### config.mk
export PLATFORM = sky130hd
export DESIGN_NAME = trap_seq
export DESIGN_NICKNAME = d
export VERILOG_FILES = /design/src/rtl/trap_seq.sv
export SDC_FILE = /design/constraint.sdc
export NUM_CORES = 1
export LEC_CHECK = 0
export CORE_MARGIN = 5
export CORE_UTILIZATION = 38
export CTS_CLUSTER_SIZE = 30
export DETAILED_ROUTE_END_ITERATION = 8
export DONT_BUFFER_PORTS = 1
export GPL_TIMING_DRIVEN = 1
export SLEW_MARGIN = 30
export SYNTH_ARGS = -nofsm -noshare
export SYNTH_HDL_FRONTEND = slang
export SYNTH_SLANG_ARGS = --single-unit
### constraint.sdc
create_clock -name clk_i -period 2.3 [get_ports clk_i]
set_clock_uncertainty 0.15 [all_clocks]
set_input_delay 0.115 -clock clk_i [delete_from_list [all_inputs] [get_ports clk_i]]
set_output_delay 0.115 -clock clk_i [all_outputs]
set_load 0.02 [all_outputs]
### src/rtl/trap_seq.sv
// Trap sequencer: latches exceptions and xRET returns, flushes the pipeline,
// strobes the trap CSRs for exceptions, then hands fetch a new PC.
module trap_seq #(
  parameter int FLUSH_CYCLES = 2   // legal range 1..15
) (
  input  logic        clk_i,
  input  logic        rst_i,
  input  logic        exc_valid_i,
  input  logic [3:0]  exc_cause_i,
  input  logic        exc_deleg_i,
  input  logic [31:0] exc_pc_i,
  input  logic [31:0] exc_tval_i,
  input  logic        ret_valid_i,
  input  logic        ret_is_m_i,
  input  logic [31:0] mtvec_i,
  input  logic [31:0] utvec_i,
  input  logic [31:0] mepc_i,
  input  logic [31:0] uepc_i,
  output logic        flush_o,
  output logic        busy_o,
  output logic        epc_wr_en_o,
  output logic        epc_wr_m_o,
  output logic [31:0] epc_o,
  output logic [31:0] cause_o,
  output logic [31:0] tval_o,
  output logic        redir_valid_o,
  input  logic        redir_ready_i,
  output logic [31:0] redir_pc_o
);

  typedef enum logic [1:0] {IDLE, FLUSH, REDIRECT} state_t;

  localparam logic [3:0] CNT_INIT = 4'(FLUSH_CYCLES - 1);

  state_t      state;
  logic [3:0]  cnt;
  logic [31:0] target_q;
  logic [31:0] tvec;
  logic [31:0] xepc;

  assign tvec = exc_deleg_i ? utvec_i : mtvec_i;
  assign xepc = ret_is_m_i  ? mepc_i  : uepc_i;

  // Mode bits of tvec and bit 0 of epc are architecturally ignored.
  logic unused_bits;
  assign unused_bits = ^{tvec[1:0], xepc[0]};

  always_ff @(posedge clk_i or negedge rst_i) begin
    if (!rst_i) begin
      state         <= IDLE;
      cnt           <= '0;
      target_q      <= '0;
      flush_o       <= 1'b0;
      busy_o        <= 1'b0;
      epc_wr_en_o   <= 1'b0;
      epc_wr_m_o    <= 1'b0;
      epc_o         <= '0;
      cause_o       <= '0;
      tval_o        <= '0;
      redir_valid_o <= 1'b0;
      redir_pc_o    <= '0;
    end else begin
      epc_wr_en_o <= 1'b0;
      case (state)
        IDLE: begin
          // Exception has priority; a coincident xRET is dropped.
          if (exc_valid_i) begin
            state       <= FLUSH;
            cnt         <= CNT_INIT;
            flush_o     <= 1'b1;
            busy_o      <= 1'b1;
            epc_wr_en_o <= 1'b1;
            epc_wr_m_o  <= ~exc_deleg_i;
            epc_o       <= exc_pc_i;
            cause_o     <= {28'b0, exc_cause_i};
            tval_o      <= exc_tval_i;
            target_q    <= {tvec[31:2], 2'b00};
          end else if (ret_valid_i) begin
            state    <= FLUSH;
            cnt      <= CNT_INIT;
            flush_o  <= 1'b1;
            busy_o   <= 1'b1;
            target_q <= {xepc[31:1], 1'b0};
          end
        end
        FLUSH: begin
          if (cnt == 4'd0) begin
            state         <= REDIRECT;
            flush_o       <= 1'b0;
            redir_valid_o <= 1'b1;
            redir_pc_o    <= target_q;
          end else begin
            cnt <= cnt - 4'd1;
          end
        end
        REDIRECT: begin
          if (redir_ready_i) begin
            state         <= IDLE;
            redir_valid_o <= 1'b0;
            busy_o        <= 1'b0;
          end
        end
        default: state <= IDLE;
      endcase
    end
  end

endmodule

==> flow_summary_export.csv, run 1 <==
group,metric,value,unit
cts,clock-sinks,141,
die,die_h,142,um
synth,synthFlopType,"dfrtp_1",
synth,netlist_area,0.00660,mm^2
synth,ys_warn_count,0,
cts,postCtsResizedCells,0,
place,port_buffers,0,
synth,synth_common_cells,"141 x dfrtp_1, 128 x mux2_2, 92 x mux2i_1, 32 x buf_4, 11 x buf_6",
synth,yosysMostFrequentCell,"dfrtp_1",
cts,cts-root-buf,"clkbuf_16",
cts,postCtsSetupBuffers,0,
synth,syn_inst,455,
place,place_hpwl,11100,um
synth,yosysSeqAreaShare,53.4,%
die,rows,48,
synth,synth_top_area_share,53.4,%
die,start_util,38.4,%
synth,synthArstFlopShare,100,%
place,gp_routability_congestion,0.744,
status,tool.error,"[ERROR RSZ-0060] Max buffer count reached.",
synth,synth_cell_type_count,36,
cts,htree_levels,4,
synth,yosys_register_bits,141,
cts,cts_buffer_depth,2,
cts,cts_hold_buf,139,
cts,cts_inserted_buffers,17,
die,die_x,142,um
status,haltStage,"4_1_cts",
synth,yosysTopAreaCell,"dfrtp_1",
status,outcome,"did not finish",
synth,ys_top_cells_by_area,"dfrtp_1 53%, mux2_2 22%, mux2i_1 14%, buf_4 3.6%, buf_6 1.9%",
synth,synth.avg_cell_area,14.5,um^2
die,ios,336,
synth,synth_edf_count,0,
kinds of logic after synthesis:
family                   share of synthesized area [%]
multiplexers                                      36.1
buffers and inverters                             6.54
AO/OA/AOI/OAI                                     1.02
flip-flops                                        53.4
other                                           0.0568
adder cells (fa/ha/maj)                          0.379
AND/OR/NAND/NOR                                   2.46
stage by stage:
| stage | std cells | area, um^2 | setup WS [ns] | utilization, % |
|---|---|---|---|---|
| after floorplan | 483 | 6710 | 0.633 | - |
| after global placement | 658 | 6620 | 0.330 | 38.5 |
| after detailed placement | 658 | 6620 | 0.268 | 38.5 |
==> run 2: changes to the inputs <==
--- a/config.mk
+++ b/config.mk
@@ -6,11 +6,11 @@
 export NUM_CORES = 1
 export LEC_CHECK = 0
 export CORE_MARGIN = 5
-export CORE_UTILIZATION = 38
-export CTS_CLUSTER_SIZE = 30
+export CORE_UTILIZATION = 23
 export DETAILED_ROUTE_END_ITERATION = 8
 export DONT_BUFFER_PORTS = 1
 export GPL_TIMING_DRIVEN = 1
+export PLACE_DENSITY_LB_ADDON = 0.15
 export SLEW_MARGIN = 30
 export SYNTH_ARGS = -nofsm -noshare
 export SYNTH_HDL_FRONTEND = slang
==> run 2 against run 1 <==
- the flow now finishes, with violations (hold timing)
- synthesized area unchanged
- synthesized cell count unchanged
==> flow_summary_export.csv, run 2 <==
group,metric,value,unit
status,outcome,"complete, but fails checks",
synth,yosys_register_bits,141,
global_route,grt-ovfl-total,0,
global_route,grt_antenna_before_repair,0,
synth,synth_edf_count,0,
timing,rsz0062_at_grt,"false",
route,detail_route.iter0.violations,78,
worst_setup_path,cp.arrival,2.25,ns
synth,netlist_area,0.00660,mm^2
worst_setup_path,rrSetupSlack,0.19,ns
timing,finalCritPeriodShare,91.8,%
worst_setup_path,crit_path_top_delay_cell,"dlygate4sd3_1",
timing,fin_hold_ws,-0.757,ns
synth,synth_cell_type_count,36,
synth,yosysTopAreaCell,"dfrtp_1",
power_and_ir_drop,p_leak,0.00390,uW
final_layout,regArea,0.00353,mm^2
final_layout,num_antenna_cells,0,
cts,htree_levels,4,
synth,synthFlopType,"dfrtp_1",
worst_setup_path,crit_fanout,1,
cts,cts-root-buf,"clkbuf_16",
final_layout,area_delta_synth_final,35.7,%
timing,drv_slew,0,
final_layout,fillCellCount,2870,
timing,worst_pin_slew,0.568,ns
worst_setup_path,cp_common_cell,"dlygate4sd3_1",
job,maxCapViolCount,0,
global_route,grt_use_total,11.4,%
timing,finalHoldViolations,142,
route,vias_per_cell,4.16,
synth,synth.avg_cell_area,14.5,um^2
cts,cts_tree,"yes",
cts,cts_buffer_depth,2,
timing,layout_min_cycle_time,2.11,ns
route,ant_nets,0,
power_and_ir_drop,irDropWorstVdd,0.000488,V
place,port_buffers,0,
global_route,grt_pass1_vias,4688,
place,placed_cell_area,0.00684,mm^2
final_layout,num-nets-final,810,
status,violations,"hold timing",
timing,slew_headroom,62.1,%
cts,postCtsSetupBuffers,0,
cts,clock-sinks,141,
synth,yosysMostFrequentCell,"dfrtp_1",
die,ios,336,
power_and_ir_drop,p_per_area,1290,mW/mm^2
die,coreArea,0.0285,mm^2
cts,insertion_delay,0.42,ns
final_layout,final_common_cell,"dlygate4sd3_1",
route,totalWireLength,19100,um
place,place_hpwl,12100,um
worst_setup_path,cp_slowest_stage_delay,0.57,ns
cts,cts_hold_buf,151,
route,drc,0,
route,dr.pass1.iters,3,
route,vias,4164,
die,die_x,179,um
final_layout,drive_gt1_share,28.5,%
cts,cts_inserted_buffers,17,
global_route,grt_max_degree,142,
final_layout,layout_common_cells,"150 x dlygate4sd3_1, 141 x dfrtp_1, 128 x mux2_2",
synth,synth_common_cells,"141 x dfrtp_1, 128 x mux2_2, 92 x mux2i_1, 32 x buf_4, 11 x buf_6",
timing,setup_violations,0,
worst_setup_path,worstSetupEndpointType,"flop",
synth,syn_inst,455,
die,rows,62,
final_layout,multi_input_comb_area,0.00275,mm^2
global_route,grt_pass1_wl,28800,um
timing,fin_tns_setup,0,ns
worst_setup_path,path_class,"input pin to flop",
synth,synth_top_area_share,53.4,%
synth,yosysSeqAreaShare,53.4,%
place,gp_routability_congestion,0.702,
die,die_area,0.0322,mm^2
worst_setup_path,worstPathCellList,"dlygate4sd3_1 > mux2i_1 > dlygate4sd3_1 > mux2i_1 > dlygate4sd3_1 > mux2_2",
final_layout,stdcell_area,0.00896,mm^2
die,die_h,179,um
timing,fmax,474,MHz
final_layout,final_core_util,31.4,%
synth,synthArstFlopShare,100,%
worst_setup_path,startpoint_type,"input pin",
die,start_util,23.1,%
synth,ys_top_cells_by_area,"dfrtp_1 53%, mux2_2 22%, mux2i_1 14%, buf_4 3.6%, buf_6 1.9%",
route,wl_per_cell,19.1,um
synth,ys_warn_count,0,
final_layout,top_regs,"epc_o: 32 flops, tval_o: 32 flops",
worst_setup_path,required,2.44,ns
cts,clkTransAtPathRegs,0.07,ns
worst_hold_path,min_path_type,"input pin to asynchronous set/reset pin",
run 2: final timing paths:
check / from / endpoint / depth (start not counted)
setup / recovery: mtvec_i[21] / target_q[21]$_DFFE_PN0P_ / 6
hold / removal: rst_i / redir_pc_o[20]$_DFFE_PN0P_ / 0
setup reg to reg: state[0]$_DFFE_PN0P_ / epc_wr_m_o$_DFFE_PN0P_ / 5
hold reg to reg: target_q[25]$_DFFE_PN0P_ / target_q[25]$_DFFE_PN0P_ / 1
max in group asynchronous: rst_i / epc_o[12]$_DFFE_PN0P_ / 0
min in group clk_i: mtvec_i[11] / target_q[11]$_DFFE_PN0P_ / 3
run 2: per-stage QoR:
| step | setup slack [ns] | power, uW | hold slack [ns] | std cells |
|---|---|---|---|---|
| 6_report | 0.188 | 11500 | -0.757 | 1002 |
| 5_1_grt | 0.0939 | 12300 | -0.792 | 1002 |
| 4_1_cts | 0.0227 | 11700 | -0.787 | 1001 |
| 3_5_place_dp | 0.224 | 8610 | -0.324 | 818 |
| 3_3_place_gp | 0.288 | 8520 | -0.324 | 818 |
| 2_1_floorplan | 0.633 | 7970 | -0.331 | 483 |
run 2: final cells by class:
cell class / instances / share of cell area [%]
Sequential cell: 141 / 39.4
Multi-Input combinational cell: 284 / 30.7
Timing Repair Buffer: 157 / 18.0
Tap cell: 384 / 5.36
Clock buffer: 17 / 4.75
Clock inverter: 15 / 1.62
Inverter: 4 / 0.168
run 2: cells by family after synthesis:
kind of cell / synth area share [%]
AND/OR/NAND/NOR: 2.46
other: 0.0568
flip-flops: 53.4
AO/OA/AOI/OAI: 1.02
multiplexers: 36.1
buffers and inverters: 6.54
adder cells (fa/ha/maj): 0.379
run 2: repair_timing:
action                                  CTS  global route
hold endpoints to repair                241           141
endpoints found under the setup margin    0             1
gates resized for setup                   0             2
run 2: metal layers:
layer  vias up  wire length (um)  track usage, %
met5         -                 0               0
met4         0               342            3.51
met3        16              1990            5.48
met2       244              9340            19.4
met1      2036              7470            12.8
li1       1868                 -               -
run 2: worst max-delay path, delay by kind of cell:
family / cells / cell delay, ns
buffers and inverters: 3 / 1.67
multiplexers: 3 / 0.47
run 2: power by group:
group          internal, uW  total [uW]  switching (uW)
Sequential             3750        5850            2100
Clock                  1440        2710            1260
Combinational          1860        2970            1100
Total                  7060       11500            4470
Note: power is estimated with default switching activity, not from simulation.
==> run 3: changes to the inputs <==
--- a/config.mk
+++ b/config.mk
@@ -9,8 +9,10 @@
 export CORE_UTILIZATION = 23
 export DETAILED_ROUTE_END_ITERATION = 8
 export DONT_BUFFER_PORTS = 1
-export GPL_TIMING_DRIVEN = 1
+export GPL_TIMING_DRIVEN = 0
 export PLACE_DENSITY_LB_ADDON = 0.15
+export SETUP_SLACK_MARGIN = 0.2
+export SKIP_CTS_REPAIR_TIMING = 1
 export SLEW_MARGIN = 30
 export SYNTH_ARGS = -nofsm -noshare
 export SYNTH_HDL_FRONTEND = slang
==> run 3 against run 2 <==
- the run still ends with hold timing left
- clock power rose by 6%
- combinational power rose by 5%
- largest cell class unchanged
- power rose by 2.9%
- sequential power barely moved
==> flow_summary_export.csv, run 3 (synthesis gave the netlist of run 2 again) <==
group,metric,value,unit
die,rows,62,
worst_setup_path,reg2reg_depth,6,
status,violations,"hold timing",
worst_setup_path,crit_fanout,10,
worst_setup_path,r2r_start,"cnt[0]$_DFFE_PN0P_",
route,vias_per_cell,4.12,
final_layout,drive_gt1_share,32.4,%
worst_hold_path,min_path_type,"input pin to asynchronous set/reset pin",
place,gp_routability_congestion,0.720,
cts,cts_inserted_buffers,17,
place,port_buffers,0,
final_layout,layout_common_cells,"164 x dlygate4sd3_1, 141 x dfrtp_1, 128 x mux2_2",
timing,fin_hold_ws,-0.756,ns
die,start_util,23.1,%
global_route,grt_pass1_vias,4301,
cts,insertion_delay,0.41,ns
route,dr.pass1.iters,4,
status,outcome,"complete, but fails checks",
die,die_h,179,um
worst_setup_path,rrSetupSlack,0.43,ns
final_layout,top_regs,"epc_o: 32 flops, tval_o: 32 flops",
cts,htree_levels,4,
power_and_ir_drop,power,11900,uW
worst_setup_path,path_class,"input pin to flop",
worst_setup_path,r2r_end,"redir_pc_o[27]$_DFFE_PN0P_",
timing,fin_tns_setup,0,ns
cts,clkTransAtPathRegs,0.06,ns
final_layout,area_delta_synth_final,42.9,%
route,totalWireLength,20300,um
timing,slew_headroom,61.4,%
final_layout,final_common_cell,"dlygate4sd3_1",
cts,cts-root-buf,"clkbuf_16",
timing,worst_pin_slew,0.580,ns
route,vias,4376,
cts,cts_tree,"yes",
cts,clock-sinks,141,
power_and_ir_drop,irDropWorstVdd,0.000541,V
die,die_x,179,um
worst_setup_path,cp.arrival,2.04,ns
worst_setup_path,worstSetupEndpointType,"flop",
timing,fmax,530,MHz
global_route,grt_use_total,11.3,%
route,wl_per_cell,19.1,um
timing,drv_slew,0,
die,coreArea,0.0285,mm^2
final_layout,num-nets-final,871,
worst_setup_path,required,2.45,ns
route,detail_route.iter0.violations,120,
final_layout,num_antenna_cells,0,
die,die_area,0.0322,mm^2
timing,rsz0062_at_grt,"false",
global_route,grt_max_degree,142,
timing,finalHoldViolations,145,
power_and_ir_drop,p_per_area,1260,mW/mm^2
power_and_ir_drop,p_leak,0.00419,uW
timing,finalCritPeriodShare,82.0,%
global_route,grt_antenna_before_repair,0,
route,ant_nets,0,
route,drc,0,
cts,cts_buffer_depth,2,
job,maxCapViolCount,0,
timing,setup_violations,0,
place,place_hpwl,13500,um
timing,layout_min_cycle_time,1.89,ns
global_route,grt-ovfl-total,0,
die,ios,336,
global_route,grt_pass1_wl,28200,um
worst_setup_path,startpoint_type,"input pin",
## run 3: changes by cell type in the layout (fill, tap and decap cells not counted), sizes merged
| cell | change |
|---|---|
| buf | +46 |
| dlygate4sd3 | +14 |
| inv | -4 |
| clkbuf | +3 |
| bufinv | +2 |
| clkinv | +1 |
| clkinvlp | -1 |
## run 3: how the worst max path moves through the flow
stage	startpoint	to	slack, ns	cells after the start
final	exc_deleg_i	target_q[28]$_DFFE_PN0P_	0.41	6
after global routing	ret_is_m_i	target_q[24]$_DFFE_PN0P_	0.32	6
after CTS	cnt[0]$_DFFE_PN0P_	redir_pc_o[27]$_DFFE_PN0P_	0.40	6
after detailed placement	ret_is_m_i	target_q[25]$_DFFE_PN0P_	0.40	5
after global placement	ret_is_m_i	target_q[25]$_DFFE_PN0P_	0.42	5
after floorplan	cnt[0]$_DFFE_PN0P_	redir_pc_o[10]$_DFFE_PN0P_	0.63	6
## run 3: critical path: stages
cell	delay (ns)
clkbuf_1	0.23
buf_2	0.46
mux2i_1	0.27
dlygate4sd3_1	0.58
mux2i_1	0.08
mux2_2	0.28
## run 3: area by class of cell
cell class	count	area, um^2
fill	2812	19100
sequential	141	3530
multi-input combinational	284	2750
timing repair buffer	164	1640
tap	384	480
clock buffer	19	453
buffer	54	417
clock inverter	13	151
inverter	4	15.0
## run 3: metrics by stage
stage,hold slack (ns),utilization (%),setup WS [ns],instance area (um^2),instances
after global routing,-0.792,33.1,0.319,9440,1063
after CTS,-0.783,27.3,0.399,7790,899
after detailed placement,-0.324,25.2,0.399,7190,867
after floorplan,-0.331,-,0.633,6710,483
final,-0.756,33.1,0.415,9440,1063
after global placement,-0.324,25.2,0.422,7190,867
## run 3: layer usage
| metal | up-vias | share of wire (%) | track usage (%) |
|---|---|---|---|
| met5 | - | 0 | 0 |
| met4 | 0 | 1.7 | 2.86 |
| met3 | 17 | 9.6 | 5.60 |
| met2 | 247 | 49 | 18.8 |
| met1 | 2128 | 40 | 12.9 |
| li1 | 1984 | - | - |
## run 3: power breakdown
group          leakage, uW  internal, uW  switching [uW]  total [uW]
clock network     0.000296          1680            1200        2880
logic              0.00224          1950            1170        3120
registers          0.00166          3750            2120        5870
==> run 4: changes to the inputs <==
==> constraint.sdc (replaced) <==
create_clock -name clk_i -period 1.7 [get_ports clk_i]
set_clock_uncertainty 0.15 [all_clocks]
set_input_delay 0.085 -clock clk_i [delete_from_list [all_inputs] [get_ports clk_i]]
set_output_delay 0.085 -clock clk_i [all_outputs]
set_load 0.02 [all_outputs]
==> run 4 against run 3 <==
- the run now fails in 5_1_grt
- synthesized cell count is the same
- synthesized area unchanged
==> flow_summary_export.csv, run 4 <==
group,metric,value,unit
status,outcome,"did not finish",
status,haltStage,"5_1_grt",
status,tool.error,"[ERROR RSZ-0060] Max buffer count reached.",
synth,synthArstFlopShare,100,%
synth,yosysMostFrequentCell,"dfrtp_1",
die,die_x,179,um
synth,yosys_register_bits,141,
synth,yosysSeqAreaShare,53.4,%
synth,synthFlopType,"dfrtp_1",
synth,syn_inst,455,
synth,yosysTopAreaCell,"dfrtp_1",
synth,ys_warn_count,0,
die,ios,336,
die,die_h,179,um
synth,synth_cell_type_count,36,
synth,synth_top_area_share,53.4,%
cts,cts_buffer_depth,2,
place,dp_slack,-0.159,ns
cts,cts_inserted_buffers,17,
die,start_util,23.1,%
timing,crit_endpoint,"redir_pc_o[24]$_DFFE_PN0P_/D",
place,place_hpwl,12500,um
place,port_buffers,0,
place,dp_cells,867,
die,rows,62,
synth,synth.avg_cell_area,14.5,um^2
cts,cts-root-buf,"clkbuf_16",
synth,ys_top_cells_by_area,"dfrtp_1 53%, mux2_2 22%, mux2i_1 14%, buf_4 3.6%, buf_6 1.9%",
synth,synth_edf_count,0,
cts,clock-sinks,141,
synth,synth_common_cells,"141 x dfrtp_1, 128 x mux2_2, 92 x mux2i_1, 32 x buf_4, 11 x buf_6",
place,gp_routability_congestion,0.698,
timing,worst_endpoint_kind,"register data pin",
cts,htree_levels,4,
global_route,grt_max_degree,142,
synth,netlist_area,0.00660,mm^2
[run 4: cell counts after synthesis]
Identical to the previous run, type by type.
[run 4: cells by family after synthesis]
family | Yosys count | synth area share, %
simple gates | 22 | 2.46
mux | 222 | 36.1
other cells | 1 | 0.0568
flops | 141 | 53.4
buf+inv | 58 | 6.54
fa+ha+maj | 2 | 0.379
compound gates | 9 | 1.02
[run 4: metrics by stage]
| stage | utilization, % | setup TNS, ns | hold WS (ns) | instance area, um^2 |
|---|---|---|---|---|
| floorplan | - | 0 | -0.361 | 6790 |
| global placement | 25.5 | -13.07 | -0.356 | 7270 |
| detailed placement | 25.5 | -14.92 | -0.357 | 7270 |
| CTS | 27.5 | -15.66 | -0.821 | 7850 |
